==> src/rtl/trigger_sequencer_pkg.sv <==
`default_nettype none
// ============================================================================
//  Module      : trigger_pkg
//  Description : Shared types and helpers for the multi-stage trigger
//                sequencer: FSM state encoding, default stage-index width
//                and the zero-means-one occurrence count helper.
//  Revision    : 1.0  initial release
// ============================================================================
package trigger_pkg;

   // Sequencer states
   typedef enum logic [1:0] {
      IDLE = 2'd0,
      RUN  = 2'd1,
      DONE = 2'd2
   } state_t;

   // Stage count of the default build and the matching index width.
   // Modules with a different STN derive their own index width locally.
   localparam int STN_DEFAULT = 4;
   localparam int STW         = $clog2(STN_DEFAULT);

   // A programmed occurrence count of 0 behaves as 1, so a stage always
   // needs at least one matching sample to complete. Counts up to 32 bits.
   function automatic logic [31:0] max1(input logic [31:0] cnt);
      return (cnt == 32'd0) ? 32'd1 : cnt;
   endfunction

endpackage
`default_nettype wire

==> src/rtl/trigger_sequencer_match.sv <==
`default_nettype none
// ============================================================================
//  Module      : trigger_stage_match
//  Description : Combinational event matcher for one sequencer stage.
//                OR mode : any masked event bit set.
//                AND mode: every masked event bit set.
//                An all-zero mask never matches in either mode.
//  Ports       : msk   [CMN] stage event mask
//                mod         combine mode (0 = OR, 1 = AND)
//                evt   [CMN] comparator event bits
//                match       stage condition satisfied
//  Revision    : 1.0  initial release
// ============================================================================
module trigger_stage_match #(
   parameter int CMN = 4
) (
   input  logic [CMN-1:0] msk,
   input  logic           mod,
   input  logic [CMN-1:0] evt,
   output logic           match
);

   logic [CMN-1:0] w_masked;
   logic           w_any;
   logic           w_all;

   assign w_masked = evt & msk;
   assign w_any    = |w_masked;
   assign w_all    = (w_masked == msk);

   // Gate with |msk so an empty mask cannot satisfy AND mode trivially.
   assign match = (|msk) & (mod ? w_all : w_any);

endmodule
`default_nettype wire

==> src/rtl/trigger_sequencer.sv <==
`default_nettype none
// ============================================================================
//  Module      : trigger_sequencer
//  Description : Multi-stage trigger controller for the logic-analyzer
//                capture path. Walks up to STN stages; each stage waits for
//                a masked AND/OR combination of comparator events to occur a
//                programmed number of times. Completing the last stage emits
//                a one-cycle trigger pulse.
//  Options     : TRIGGER_SEQUENCER_TIMEOUT_EN - adds cfg_tmo / sts_tmo and a
//                per-stage timeout that returns stages >= 1 to stage 0.
//  Ports       : clk, rst (async, active-high)
//                ctl_arm / ctl_abort          control pulses (abort wins)
//                cfg_msk/mod/cnt/lst [/tmo]   per-stage configuration
//                evt_vld, evt_dat             comparator event sample
//                sts_run, sts_stg, sts_cnt    sequencer status
//                trg_hit (pulse), trg_done (sticky since last arm)
//                [sts_tmo]                    one-cycle timeout pulse
//  Parameters  : STN 2..16 stages, CMN comparator inputs, CNW <= 32
//  Revision    : 1.0  initial release
// ============================================================================
module trigger_sequencer
   import trigger_pkg::*;
#(
   parameter int STN = 4,
   parameter int CMN = 4,
   parameter int CNW = 16
) (
   input  logic                    clk,
   input  logic                    rst,
   input  logic                    ctl_arm,
   input  logic                    ctl_abort,
   input  logic [STN*CMN-1:0]      cfg_msk,
   input  logic [STN-1:0]          cfg_mod,
   input  logic [STN*CNW-1:0]      cfg_cnt,
   input  logic [STN-1:0]          cfg_lst,
`ifdef TRIGGER_SEQUENCER_TIMEOUT_EN
   input  logic [STN*CNW-1:0]      cfg_tmo,
   output logic                    sts_tmo,
`endif
   input  logic                    evt_vld,
   input  logic [CMN-1:0]          evt_dat,
   output logic                    sts_run,
   output logic [$clog2(STN)-1:0]  sts_stg,
   output logic [CNW-1:0]          sts_cnt,
   output logic                    trg_hit,
   output logic                    trg_done
);

   localparam int c_STW = $clog2(STN);

   // ------------------------------------------------------------------
   // State
   // ------------------------------------------------------------------
   state_t           r_state;
   logic [c_STW-1:0] r_stg;
   logic [CNW-1:0]   r_cnt;
   logic             r_hit;
   logic             r_done;

   state_t           w_state_nxt;
   logic [c_STW-1:0] w_stg_nxt;
   logic [CNW-1:0]   w_cnt_nxt;
   logic             w_hit_nxt;
   logic             w_done_nxt;

   // ------------------------------------------------------------------
   // Current-stage configuration mux
   // ------------------------------------------------------------------
   logic [CMN-1:0]   w_msk;
   logic             w_mod;
   logic [CNW-1:0]   w_cnt_cfg;
   logic [CNW-1:0]   w_need;
   logic             w_last;
   logic             w_match;
   logic [CNW:0]     w_cnt_inc;
   logic             w_stage_full;

   assign w_msk     = cfg_msk[int'(r_stg)*CMN +: CMN];
   assign w_mod     = cfg_mod[r_stg];
   assign w_cnt_cfg = cfg_cnt[int'(r_stg)*CNW +: CNW];
   assign w_need    = CNW'(max1(32'(w_cnt_cfg)));
   assign w_last    = cfg_lst[r_stg] | (r_stg == c_STW'(STN - 1));

   // One extra bit so cnt+1 cannot wrap before the comparison, even if
   // the count config was lowered under a running sequence.
   assign w_cnt_inc    = {1'b0, r_cnt} + {{CNW{1'b0}}, 1'b1};
   assign w_stage_full = (w_cnt_inc >= {1'b0, w_need});

   trigger_stage_match #(
      .CMN (CMN)
   ) u_match (
      .msk   (w_msk),
      .mod   (w_mod),
      .evt   (evt_dat),
      .match (w_match)
   );

`ifdef TRIGGER_SEQUENCER_TIMEOUT_EN
   // ------------------------------------------------------------------
   // Stage timeout: counts valid samples spent in stages 1 and above
   // ------------------------------------------------------------------
   logic [CNW-1:0]   r_tmo_cnt;
   logic             r_tmo_pls;
   logic [CNW-1:0]   w_tmo_cnt_nxt;
   logic             w_tmo_pls_nxt;
   logic [CNW-1:0]   w_tmo_cfg;
   logic [CNW:0]     w_tmo_inc;
   logic             w_tmo_hit;

   assign w_tmo_cfg = cfg_tmo[int'(r_stg)*CNW +: CNW];
   assign w_tmo_inc = {1'b0, r_tmo_cnt} + {{CNW{1'b0}}, 1'b1};
   // Fires on the sample that brings the count up to the programmed limit;
   // >= keeps a stuck stage recoverable if the limit is lowered mid-run.
   assign w_tmo_hit = (r_stg != '0) && (w_tmo_cfg != '0) &&
                      (w_tmo_inc >= {1'b0, w_tmo_cfg});
   assign sts_tmo   = r_tmo_pls;
`endif

   // ------------------------------------------------------------------
   // Next-state logic
   // ------------------------------------------------------------------
   always_comb begin
      w_state_nxt = r_state;
      w_stg_nxt   = r_stg;
      w_cnt_nxt   = r_cnt;
      w_hit_nxt   = 1'b0;
      w_done_nxt  = r_done;
`ifdef TRIGGER_SEQUENCER_TIMEOUT_EN
      w_tmo_cnt_nxt = r_tmo_cnt;
      w_tmo_pls_nxt = 1'b0;
`endif

      if (ctl_abort) begin
         // Abort beats arm; trg_done is left as it was.
         w_state_nxt = IDLE;
         w_stg_nxt   = '0;
         w_cnt_nxt   = '0;
`ifdef TRIGGER_SEQUENCER_TIMEOUT_EN
         w_tmo_cnt_nxt = '0;
`endif
      end else if (ctl_arm) begin
         // (Re)start from any state; an event in this cycle is ignored.
         w_state_nxt = RUN;
         w_stg_nxt   = '0;
         w_cnt_nxt   = '0;
         w_done_nxt  = 1'b0;
`ifdef TRIGGER_SEQUENCER_TIMEOUT_EN
         w_tmo_cnt_nxt = '0;
`endif
      end else if ((r_state == RUN) && evt_vld) begin
`ifdef TRIGGER_SEQUENCER_TIMEOUT_EN
         // Saturate rather than wrap so a disabled timeout never re-arms.
         if ((r_stg != '0) && (r_tmo_cnt != '1)) begin
            w_tmo_cnt_nxt = w_tmo_inc[CNW-1:0];
         end
`endif
         if (w_match) begin
            if (w_stage_full) begin
               w_cnt_nxt = '0;
               if (w_last) begin
                  w_state_nxt = DONE;
                  w_hit_nxt   = 1'b1;
                  w_done_nxt  = 1'b1;
               end else begin
                  w_stg_nxt = r_stg + c_STW'(1);
`ifdef TRIGGER_SEQUENCER_TIMEOUT_EN
                  w_tmo_cnt_nxt = '0;
`endif
               end
            end else begin
               w_cnt_nxt = w_cnt_inc[CNW-1:0];
            end
         end
`ifdef TRIGGER_SEQUENCER_TIMEOUT_EN
         else if (w_tmo_hit) begin
            // Fall back to stage 0 but stay running.
            w_stg_nxt     = '0;
            w_cnt_nxt     = '0;
            w_tmo_cnt_nxt = '0;
            w_tmo_pls_nxt = 1'b1;
         end
`endif
      end
   end

   // ------------------------------------------------------------------
   // State registers
   // ------------------------------------------------------------------
   always_ff @(posedge clk or posedge rst) begin
      if (rst) begin
         r_state <= IDLE;
         r_stg   <= '0;
         r_cnt   <= '0;
         r_hit   <= 1'b0;
         r_done  <= 1'b0;
      end else begin
         r_state <= w_state_nxt;
         r_stg   <= w_stg_nxt;
         r_cnt   <= w_cnt_nxt;
         r_hit   <= w_hit_nxt;
         r_done  <= w_done_nxt;
      end
   end

`ifdef TRIGGER_SEQUENCER_TIMEOUT_EN
   always_ff @(posedge clk or posedge rst) begin
      if (rst) begin
         r_tmo_cnt <= '0;
         r_tmo_pls <= 1'b0;
      end else begin
         r_tmo_cnt <= w_tmo_cnt_nxt;
         r_tmo_pls <= w_tmo_pls_nxt;
      end
   end
`endif

   // ------------------------------------------------------------------
   // Outputs
   // ------------------------------------------------------------------
   assign sts_run  = (r_state == RUN);
   assign sts_stg  = r_stg;
   assign sts_cnt  = r_cnt;
   assign trg_hit  = r_hit;
   assign trg_done = r_done;

endmodule
`default_nettype wire

==> config.mk <==
export PLATFORM = sky130hd
export DESIGN_NAME = trigger_sequencer
export DESIGN_NICKNAME = d
export VERILOG_FILES = /design/src/rtl/trigger_sequencer_pkg.sv /design/src/rtl/trigger_sequencer_match.sv /design/src/rtl/trigger_sequencer.sv
export SDC_FILE = /design/constraint.sdc
export NUM_CORES = 1
export LEC_CHECK = 0
export CAP_MARGIN = 20
export CORE_UTILIZATION = 35
export CTS_CLUSTER_DIAMETER = 40
export DETAILED_ROUTE_END_ITERATION = 7
export HOLD_SLACK_MARGIN = 0.1
export PLACE_DENSITY = 0.75
export SETUP_SLACK_MARGIN = 0.4
export SYNTH_ARGS = -nofsm -noshare
export SYNTH_HDL_FRONTEND = slang
export SYNTH_SLANG_ARGS = --single-unit
==> constraint.sdc <==
create_clock -name clk -period 4.2 [get_ports clk]
set_clock_uncertainty 0.15 [all_clocks]
set_input_delay 1.05 -clock clk [delete_from_list [all_inputs] [get_ports clk]]
set_output_delay 1.05 -clock clk [all_outputs]
set_load 0.05 [all_outputs]
# After elaboration in Yosys (flattened, before gate mapping)
# Index checks and enable logic that the tools add are counted.
# word_totals
regBits	22
elab_cells	69
in_bits	97
# op_classes
n_mux	34
addsub	2
n_eq_ne	4
bitwise_logic	4
shift	2
n_reduce_logical	16
magnitude_cmp	2
# ops
cell	n
2-to-1 mux 16 bit	6
variable part select 64 x 7 -> 16 bit	1
2-to-1 mux 2 bit	12
adder 16 x 1 -> 17 bit (second input constant)	1
greater-or-equal comparator 17 x 16 -> 1 bit	1
logical NOT 16 bit	1
variable part select 16 x 5 -> 4 bit	1
2-to-1 mux 1 bit	14
nonzero test 3 bit	4
AND reduction 4 bit	2
nonzero test 2 bit	4
OR reduction 4 bit	2
AND reduction 5 bit	1
AND 4 bit	1
binary-select mux 1 bit (select 2 bit)	2
equality test 4 bit	1
< comparator 2 x 3 -> 1 bit (second input constant)	1
inequality test 3 bit (second input constant)	1
adder 2 x 1 -> 2 bit (second input constant)	1
equality test 2 x 1 -> 1 bit (second input constant)	1
equality test 2 bit (second input constant)	1
AND reduction 2 bit	1
AND 1 bit	1
logical AND 1 bit	1
other kinds (2)	2

# Depth between registers and ports, before layout
# Gate-level depths: netlist of the first run.
# depth
word_depth	9
depth_mapped	16

# Modules after synthesis
# A second synthesis of the first run with hierarchy kept.
# hier_totals
hier_cells	252
hier_area_um2	2334.7
# modules_own_cells
module	seq_area_each_um2	n_inst	cells_each	area_per_inst_um2
trigger_sequencer	550.5	1	244	2274.7
trigger_stage_match	0.0	1	8	60.1

# Least setup slack after synthesis of the first run
# OpenSTA, ideal clock, no wires.
# synth_path
path_type	register to register
from	register r_stg[0], in the netlist sts_stg[0]
to	register r_cnt[12], in the netlist sts_cnt[12]
required_time_ns	3.967
setup_slack_ns	-0.216
arrival_ns	4.183
stages_incl_launch_ff	16
path_buffers	5
path_cell_list	dfrtp_1 -> buf_6 -> buf_1 -> buf_2 -> mux4_2 -> nor4_1 -> a31o_1 -> ha_1 -> nand3_1 -> nor2_1 -> o311ai_1 -> and3_1 -> clkbuf_1 -> nand3_1 -> clkbuf_1 -> o22ai_1
# synth_between
elab_chain_cells	9
# synth_rtl
element	line	source
start: declaration	trigger_sequencer.sv:55	logic [c_STW-1:0] r_stg;
start signal: assignment	trigger_sequencer.sv:198	r_stg <= w_stg_nxt;
variable part select 64 x 7 -> 16 bit	trigger_sequencer.sv:80	assign w_cnt_cfg = cfg_cnt[int'(r_stg)*CNW +: CNW];
logical NOT 16 bit	trigger_sequencer_pkg.sv:26	return (cnt == 32'd0) ? 32'd1 : cnt;
2-to-1 mux 16 bit	trigger_sequencer_pkg.sv:26	
greater-or-equal comparator 17 x 16 -> 1 bit	trigger_sequencer.sv:87	assign w_stage_full = (w_cnt_inc >= {1'b0, w_need});
2-to-1 mux 16 bit	trigger_sequencer.sv:158	if (w_stage_full) begin
2-to-1 mux 16 bit	trigger_sequencer.sv:157	if (w_match) begin
2-to-1 mux 16 bit	trigger_sequencer.sv:150	end else if ((r_state == RUN) && evt_vld) begin
2-to-1 mux 16 bit	trigger_sequencer.sv:141	end else if (ctl_arm) begin
2-to-1 mux 16 bit	trigger_sequencer.sv:133	if (ctl_abort) begin
end signal: assignment	trigger_sequencer.sv:199	r_cnt <= w_cnt_nxt;
end: declaration	trigger_sequencer.sv:56	logic [CNW-1:0] r_cnt;
# Parallel ways exist; a longest one is shown, timed or not. The select of a mux whose other input is x is not followed.
# A chain may end at the register's enable or synchronous reset.

# Worst setup path after layout of the first run
# layout_path
from	input cfg_cnt[32]
to	register r_stg[0], in the netlist sts_stg[0]
# layout_between
elab_chain_cells	6
# layout_rtl
element	line	source
start: declaration	trigger_sequencer.sv:34	input logic [STN*CNW-1:0] cfg_cnt,
variable part select 64 x 7 -> 16 bit (*)	trigger_sequencer.sv:80	
logical NOT 16 bit	trigger_sequencer_pkg.sv:26	
2-to-1 mux 16 bit (*)	trigger_sequencer_pkg.sv:26	
greater-or-equal comparator 17 x 16 -> 1 bit (*)	trigger_sequencer.sv:87	
nonzero test 3 bit (no line) (*)	-	
AND reduction 4 bit (no line) (*)	-	
# Every way passes the cells marked *; elsewhere a longest branch is shown, timed or not.

==> metrics, run 1 <==
maximum vdd drop 0.114 mV; TritonCTS Buffers 3; Startpoint Class primary input; period utilization 88.1%; GRT overflow 0; I/O Pins 118; ANT nets after route 0; core area 6390 sq um; non-filler instance count after layout 444; Synth Cell Area 2330 sq um; final setup vio count 0; Max-Cap Viols 0; Mapped Nets 364; Async S/R FF share, synth between 90% and 100%; Slew HR 45.9%; cts hold-fix bufs 0; Via density roughly 5.5; hold path startpoint r_state[1]; CP arrival 3.74 ns; port bufs about 120; worst hold stages 2; Clock Path Buffers 2; Max Slew Vio Count 0; status finished, final reports clean; GRT met1 Usage 26.4%; Antenna diodes 0; row cnt 29; pin count of the biggest net entering global routing 26; final instance area 3960 sq um; drt pass-1 iters 4; placed inst area 3600 sq um; Internal Power 0.444 mW; Pwr Density 145 nW/um^2; top_reg_cell synth dfrtp_1; worst skew pair latency ~0.27 ns; via count 2437; synth unique cells 45; Min-Delay Path Class flop to flop; sequential share of power 37.1%; fmax 270 MHz; launching point of the worst reg2reg path sts_stg[0]; Hold EP r_state[1]; drc violations 0; gp weighted congestion 0.891; Required @ worst endpoint 4.24 ns; Initial DRC Count between 150 and 200; Fillers 527; Die H 83.6 um; vias in the first global route between 2000 and 2500; reg2reg setup slack 0.67 ns; nets@finish between 400 and 500; r2r endpoint sts_cnt[8]; crit end category flop; Sw Share 22.7%; yosys warns 0; sequential share of the synthesized area 23.6%; pin slew with the least headroom to its limit about 0.81 ns; Avg Inst Size Synth roughly 9.4 sq um; Register Area 553 sq um; fin crit period 3.70 ns; layout cells sized above 1 between 10% and 20%; WL per Instance roughly 16 um; clk root buf clkbuf_8; Layout area overhead 69.9%; maximum fanout along the worst path 5; share of power burned in combinational logic 28.0%; unrepaired setup endpoints after global routing no; met2 GRT Util around a third; synthesized flop and latch total 22; Post-synth EDFFs 0; placed insts 436; die area 6990 sq um; GRT Util Overall 19.3%; critical path type primary input to flop; Initial Utilization 36.5%; initial antenna violation count 0; endpoints failing hold 0; Clk pwr share 34.9%; switching power 0.131 mW; reg2reg path depth 13; Final TNS setup 0 ns; clock sinks 22; H-tree Lvls 1; Mapped Cells 249; clock transition at the registers of the reported paths ~0.090 ns; final wirelength 7220 um; Die Wd 83.6 um; Most Crowded Layer GR met2; first-pass GRT wire length 11000 um; met3 Resource Use GR 1.48%; Leak 1.97 nW; TritonCTS clock tree done; DP Wirelength 5710 um; area of the multi-input gates 1760 sq um
## placed cells by master (no fill, tap or decap), types with 5 or more instances in the layout
| cell | instances |
|---|---|
| dfrtp_1 | 20 |
| clkdlybuf4s50_1 | 66 |
| o22ai_2 | 7 |
| xnor2_1 | 11 |
| ha_1 | 18 |
| mux4_2 | 22 |
| nand2_1 | 30 |
| a21oi_1 | 8 |
| nand3_1 | 15 |
| nor2_1 | 12 |
| dlymetal6s2s_1 | 51 |
| and3_1 | 7 |
| inv_1 | 14 |
| nand4_1 | 5 |
| nor2b_1 | 7 |
| buf_4 | 10 |
## how the worst max path moves through the flow
stage | from | to | slack (ns) | cells past startpoint
5_1_grt | cfg_cnt[39] | sts_cnt[8] | 0.32 | 12
3_5_place_dp | cfg_cnt[47] | sts_cnt[3] | -0.07 | 13
4_1_cts | cfg_cnt[4] | sts_cnt[3] | 0.38 | 11
6_report | cfg_cnt[32] | sts_stg[0] | 0.50 | 11
3_3_place_gp | cfg_cnt[47] | sts_cnt[6] | 0.05 | 14
2_1_floorplan | cfg_cnt[63] | sts_cnt[12] | 0.42 | 14
## layout make-up
cell class	count	area share, %
multi-input combinational	193	44.5
timing repair buffer	130	35.6
sequential	22	14.0
tap	77	2.43
inverter	18	1.71
clock buffer	3	1.04
clock inverter	1	0.759
## cells in the mapped netlist, types with 2 or more instances
cell / number / area [sq um]
or2_1: 2 / 12.5
nand2_1: 30 / 113
nor3_1: 2 / 10.0
nand4_1: 5 / 31.3
clkbuf_1: 9 / 33.8
a22o_1: 2 / 17.5
nor4_1: 3 / 18.8
buf_2: 3 / 15.0
or3_1: 3 / 18.8
o31ai_1: 2 / 15.0
dfrtp_1: 22 / 551
mux4_2: 22 / 495
o21ai_1: 2 / 10.0
o21ai_0: 2 / 10.0
a32o_1: 2 / 20.0
xor2_1: 2 / 17.5
o22ai_1: 10 / 62.6
nor2_1: 12 / 45.0
and4_1: 2 / 17.5
nor2b_1: 7 / 43.8
mux2i_1: 2 / 20.0
a31o_1: 3 / 26.3
buf_1: 3 / 11.3
inv_1: 18 / 67.6
nand3_1: 17 / 85.1
and3_1: 8 / 50.1
a21oi_1: 8 / 40.0
ha_1: 18 / 225
xnor2_1: 11 / 96.3
nor3_2: 2 / 20.0
## registers in the layout (all words and copies together) (netlist names)
signal    cells
trg_done      1
trg_hit       1
sts_stg       2
r_state       2
sts_cnt      16
## cells by family after synthesis
logic type	Yosys count	synth area share (%)
muxes	24	22.1
and+or+nand+nor	95	20.5
AOI/OAI and AO/OA	43	13.2
buffers and inverters	34	5.96
DFF	22	23.6
adders and majority gates	18	9.67
xor gates and xnor gates	13	4.89
## metrics by stage
| step | util, % | setup slack [ns] | hold slack, ns | power (mW) |
|---|---|---|---|---|
| final | 62.0 | 0.501 | 0.377 | 0.575 |
| after global routing | 62.0 | 0.320 | 0.400 | 0.598 |
| after CTS | 58.0 | 0.379 | 0.385 | 0.576 |
| after detailed placement | 56.3 | -0.0664 | 0.372 | 0.377 |
| after global placement | 56.3 | 0.0476 | 0.363 | 0.374 |
| after floorplan | - | 0.425 | 0.341 | 0.270 |
## repair_timing
| item | CTS | global route |
|---|---|---|
| gates resized for setup | 6 | 72 |
| pin swaps | 2 | 17 |
| endpoints found under the setup margin | 21 | 22 |
| cloned | 0 | 1 |
| setup buffers | 0 | 3 |
## power groups by stage
stage,sequential [mW],combinational (mW),clock [mW]
after floorplan,0.218,0.0520,0
after global placement,0.217,0.156,0
after detailed placement,0.217,0.160,0
after CTS,0.213,0.162,0.200
after global routing,0.213,0.174,0.211
final,0.213,0.161,0.200
## critical path, stage by stage
cell	delay (ns)
clkdlybuf4s50_1	0.41
mux4_2	0.48
a31o_1	0.20
ha_1	0.18
nand2b_1	0.13
a211oi_1	0.31
o311ai_2	0.14
and3_4	0.21
buf_6	0.13
a211oi_2	0.26
mux2i_1	0.23
## routing by layer
metal / wire length [um] / part of all wire [%]
met3: 418 / 5.8
met1: 3020 / 42
met2: 3680 / 51
met4: 100 / 1.4
met5: 0 / 0
No activity file was read; power rests on OpenSTA's default activity.
==> inputs of run 2 (changes only) <==
Settings changed: GPL_ROUTABILITY_DRIVEN set to 0, SKIP_CTS_REPAIR_TIMING set to 1, SKIP_LAST_GASP set to 1.
==> run 2 against run 1 <==
Against the previous run: sequential power is essentially flat; highest routed layer unchanged; flip-flop and latch count is the same; clock power is essentially flat; sequential share of layout area is essentially flat; global-route usage is essentially flat; critical path depth is the same.
==> metrics, run 2 (synthesis results as in run 1) <==
status finished, final reports clean; Final Total Pwr 0.572 mW (-0.39%); Leak 2.03 nW (+2.9%); worst skew pair latency 0.27 ns (about the same); Startpoint Class primary input; Max Slew Vio Count 0 (unchanged); Antenna diodes 0 (unchanged); worst hold stages 2 (unchanged); commonest non-fill, non-tap cell in the layout clkdlybuf4s50_1; Hold EP r_state[1]; launching point of the worst reg2reg path sts_cnt[0]; endpoints failing hold 0 (unchanged); CP arrival 3.73 ns (about the same); worst hold slack 0.376 ns (-0.00108 ns); max FFs per register 16 (unchanged); Clock Path Buffers 2 (unchanged); Via density 5.56 (+1.2%); fin worst setup slack 0.510 ns (+0.00900 ns); Layout Utilization 62.1% (+0.14 points); via count 2456 (+0.78%); Final TNS setup 0 ns (unchanged); TritonCTS clock tree done; die area 6990 sq um (unchanged); clock transition at the registers of the reported paths 0.09 ns (about the same); most frequent cells in the layout clkdlybuf4s50_1 (61), dlymetal6s2s_1 (56), nand2_1 (30), mux4_2 (22), dfrtp_1 (20); Initial DRC Count 188 (+0.53%); maximum fanout along the worst path 5 (unchanged); r2r endpoint sts_cnt[8]; pin slew with the least headroom to its limit 0.816 ns (+0.00522 ns); port bufs 117 (unchanged); TritonCTS Buffers 3 (unchanged); Place WS -0.0664 ns (unchanged); initial antenna violation count 0 (unchanged); clk root buf clkbuf_8; Layout area overhead 70.3%; period utilization 87.9% (-0.21 points); drc violations 0 (unchanged); ANT nets after route 0 (unchanged); first-pass GRT wire length 11000 um (unchanged); row cnt 29 (unchanged); final wirelength 7280 um (+0.90%); area of the multi-input gates 1770 sq um (+0.64%); drt pass-1 iters 4 (unchanged); final setup vio count 0 (unchanged); Max-Cap Viols 0 (unchanged); Die H 83.6 um (unchanged); nets@finish 481 (-0.41%); crit end category flop; fmax 271 MHz (+0.24%); reg2reg path depth 13 (unchanged); unrepaired setup endpoints after global routing no; Min-Delay Path Class flop to flop; I/O Pins 118 (unchanged); reg2reg setup slack 0.70 ns (+0.03 ns); core area 6390 sq um (unchanged); Fillers 523 (-0.76%); pin count of the biggest net entering global routing 26 (unchanged); WL per Instance 16.5 um (+1.4%); hold path startpoint r_state[1]; layout cells sized above 1 17.3% (-0.45 points); Required @ worst endpoint 4.24 ns (about the same); Register Area 553 sq um (unchanged); fin crit period 3.69 ns (-0.00900 ns); Pwr Density 144 nW/um^2 (-0.61%); maximum vdd drop 0.113 mV (-0.59%); Die Wd 83.6 um (unchanged); Initial Utilization 36.5% (unchanged); GRT Util Overall 19.3% (-0.021 points); GRT overflow 0 (unchanged); Slew HR 45.6% (-0.35 points); DP Wirelength 5710 um (unchanged); vias in the first global route 2345 (unchanged); H-tree Lvls 1 (unchanged); clock sinks 22 (unchanged); critical path type primary input to flop
==> run 2: final cells by class <==
cell class,count,share of cell area (%)
sequential,22,13.9
inverter,18,1.70
multi-input combinational,193,44.7
timing repair buffer,128,35.4
clock inverter,1,0.757
tap,77,2.43
clock buffer,3,1.04
==> run 2: worst max path at each step <==
stage / from / to / slack (ns) / cells after the start
floorplan: cfg_cnt[63] / sts_cnt[12] / 0.42 / 14
detailed placement: cfg_cnt[47] / sts_cnt[3] / -0.07 / 13
finish: cfg_cnt[32] / sts_stg[0] / 0.51 / 11
CTS: cfg_cnt[47] / sts_cnt[3] / 0.21 / 13
global route: cfg_cnt[39] / sts_cnt[8] / 0.34 / 12
global placement: cfg_cnt[47] / sts_cnt[6] / 0.05 / 14
==> run 2: per-stage QoR <==
step | cells | instance area (sq um)
detailed placement | 436 | 3600
global placement | 436 | 3600
finish | 442 | 3970
CTS | 440 | 3670
floorplan | 249 | 2340
global route | 442 | 3970
==> run 2: worst max-delay path, stage by stage <==
cell	delay (ns)
clkdlybuf4s50_1	0.42
mux4_2	0.48
a31o_1	0.20
ha_1	0.18
nand2b_1	0.13
a211oi_1	0.31
o311ai_2	0.14
and3_4	0.19
buf_6	0.13
a211oi_2	0.26
mux2i_1	0.23
==> run 2: power breakdown <==
part           switching [mW]  internal (mW)
clock                  0.0725          0.127
combinational          0.0570          0.102
sequential           0.000804          0.212
==> run 2: metal layers <==
metal / up-vias / global-route usage [%] / routed length [um]
li1: 1167 / - / -
met1: 1163 / 26.3 / 2930
met2: 114 / 33.6 / 3760
met3: 12 / 1.48 / 486
met4: 0 / 4.16 / 112
met5: - / 0 / 0
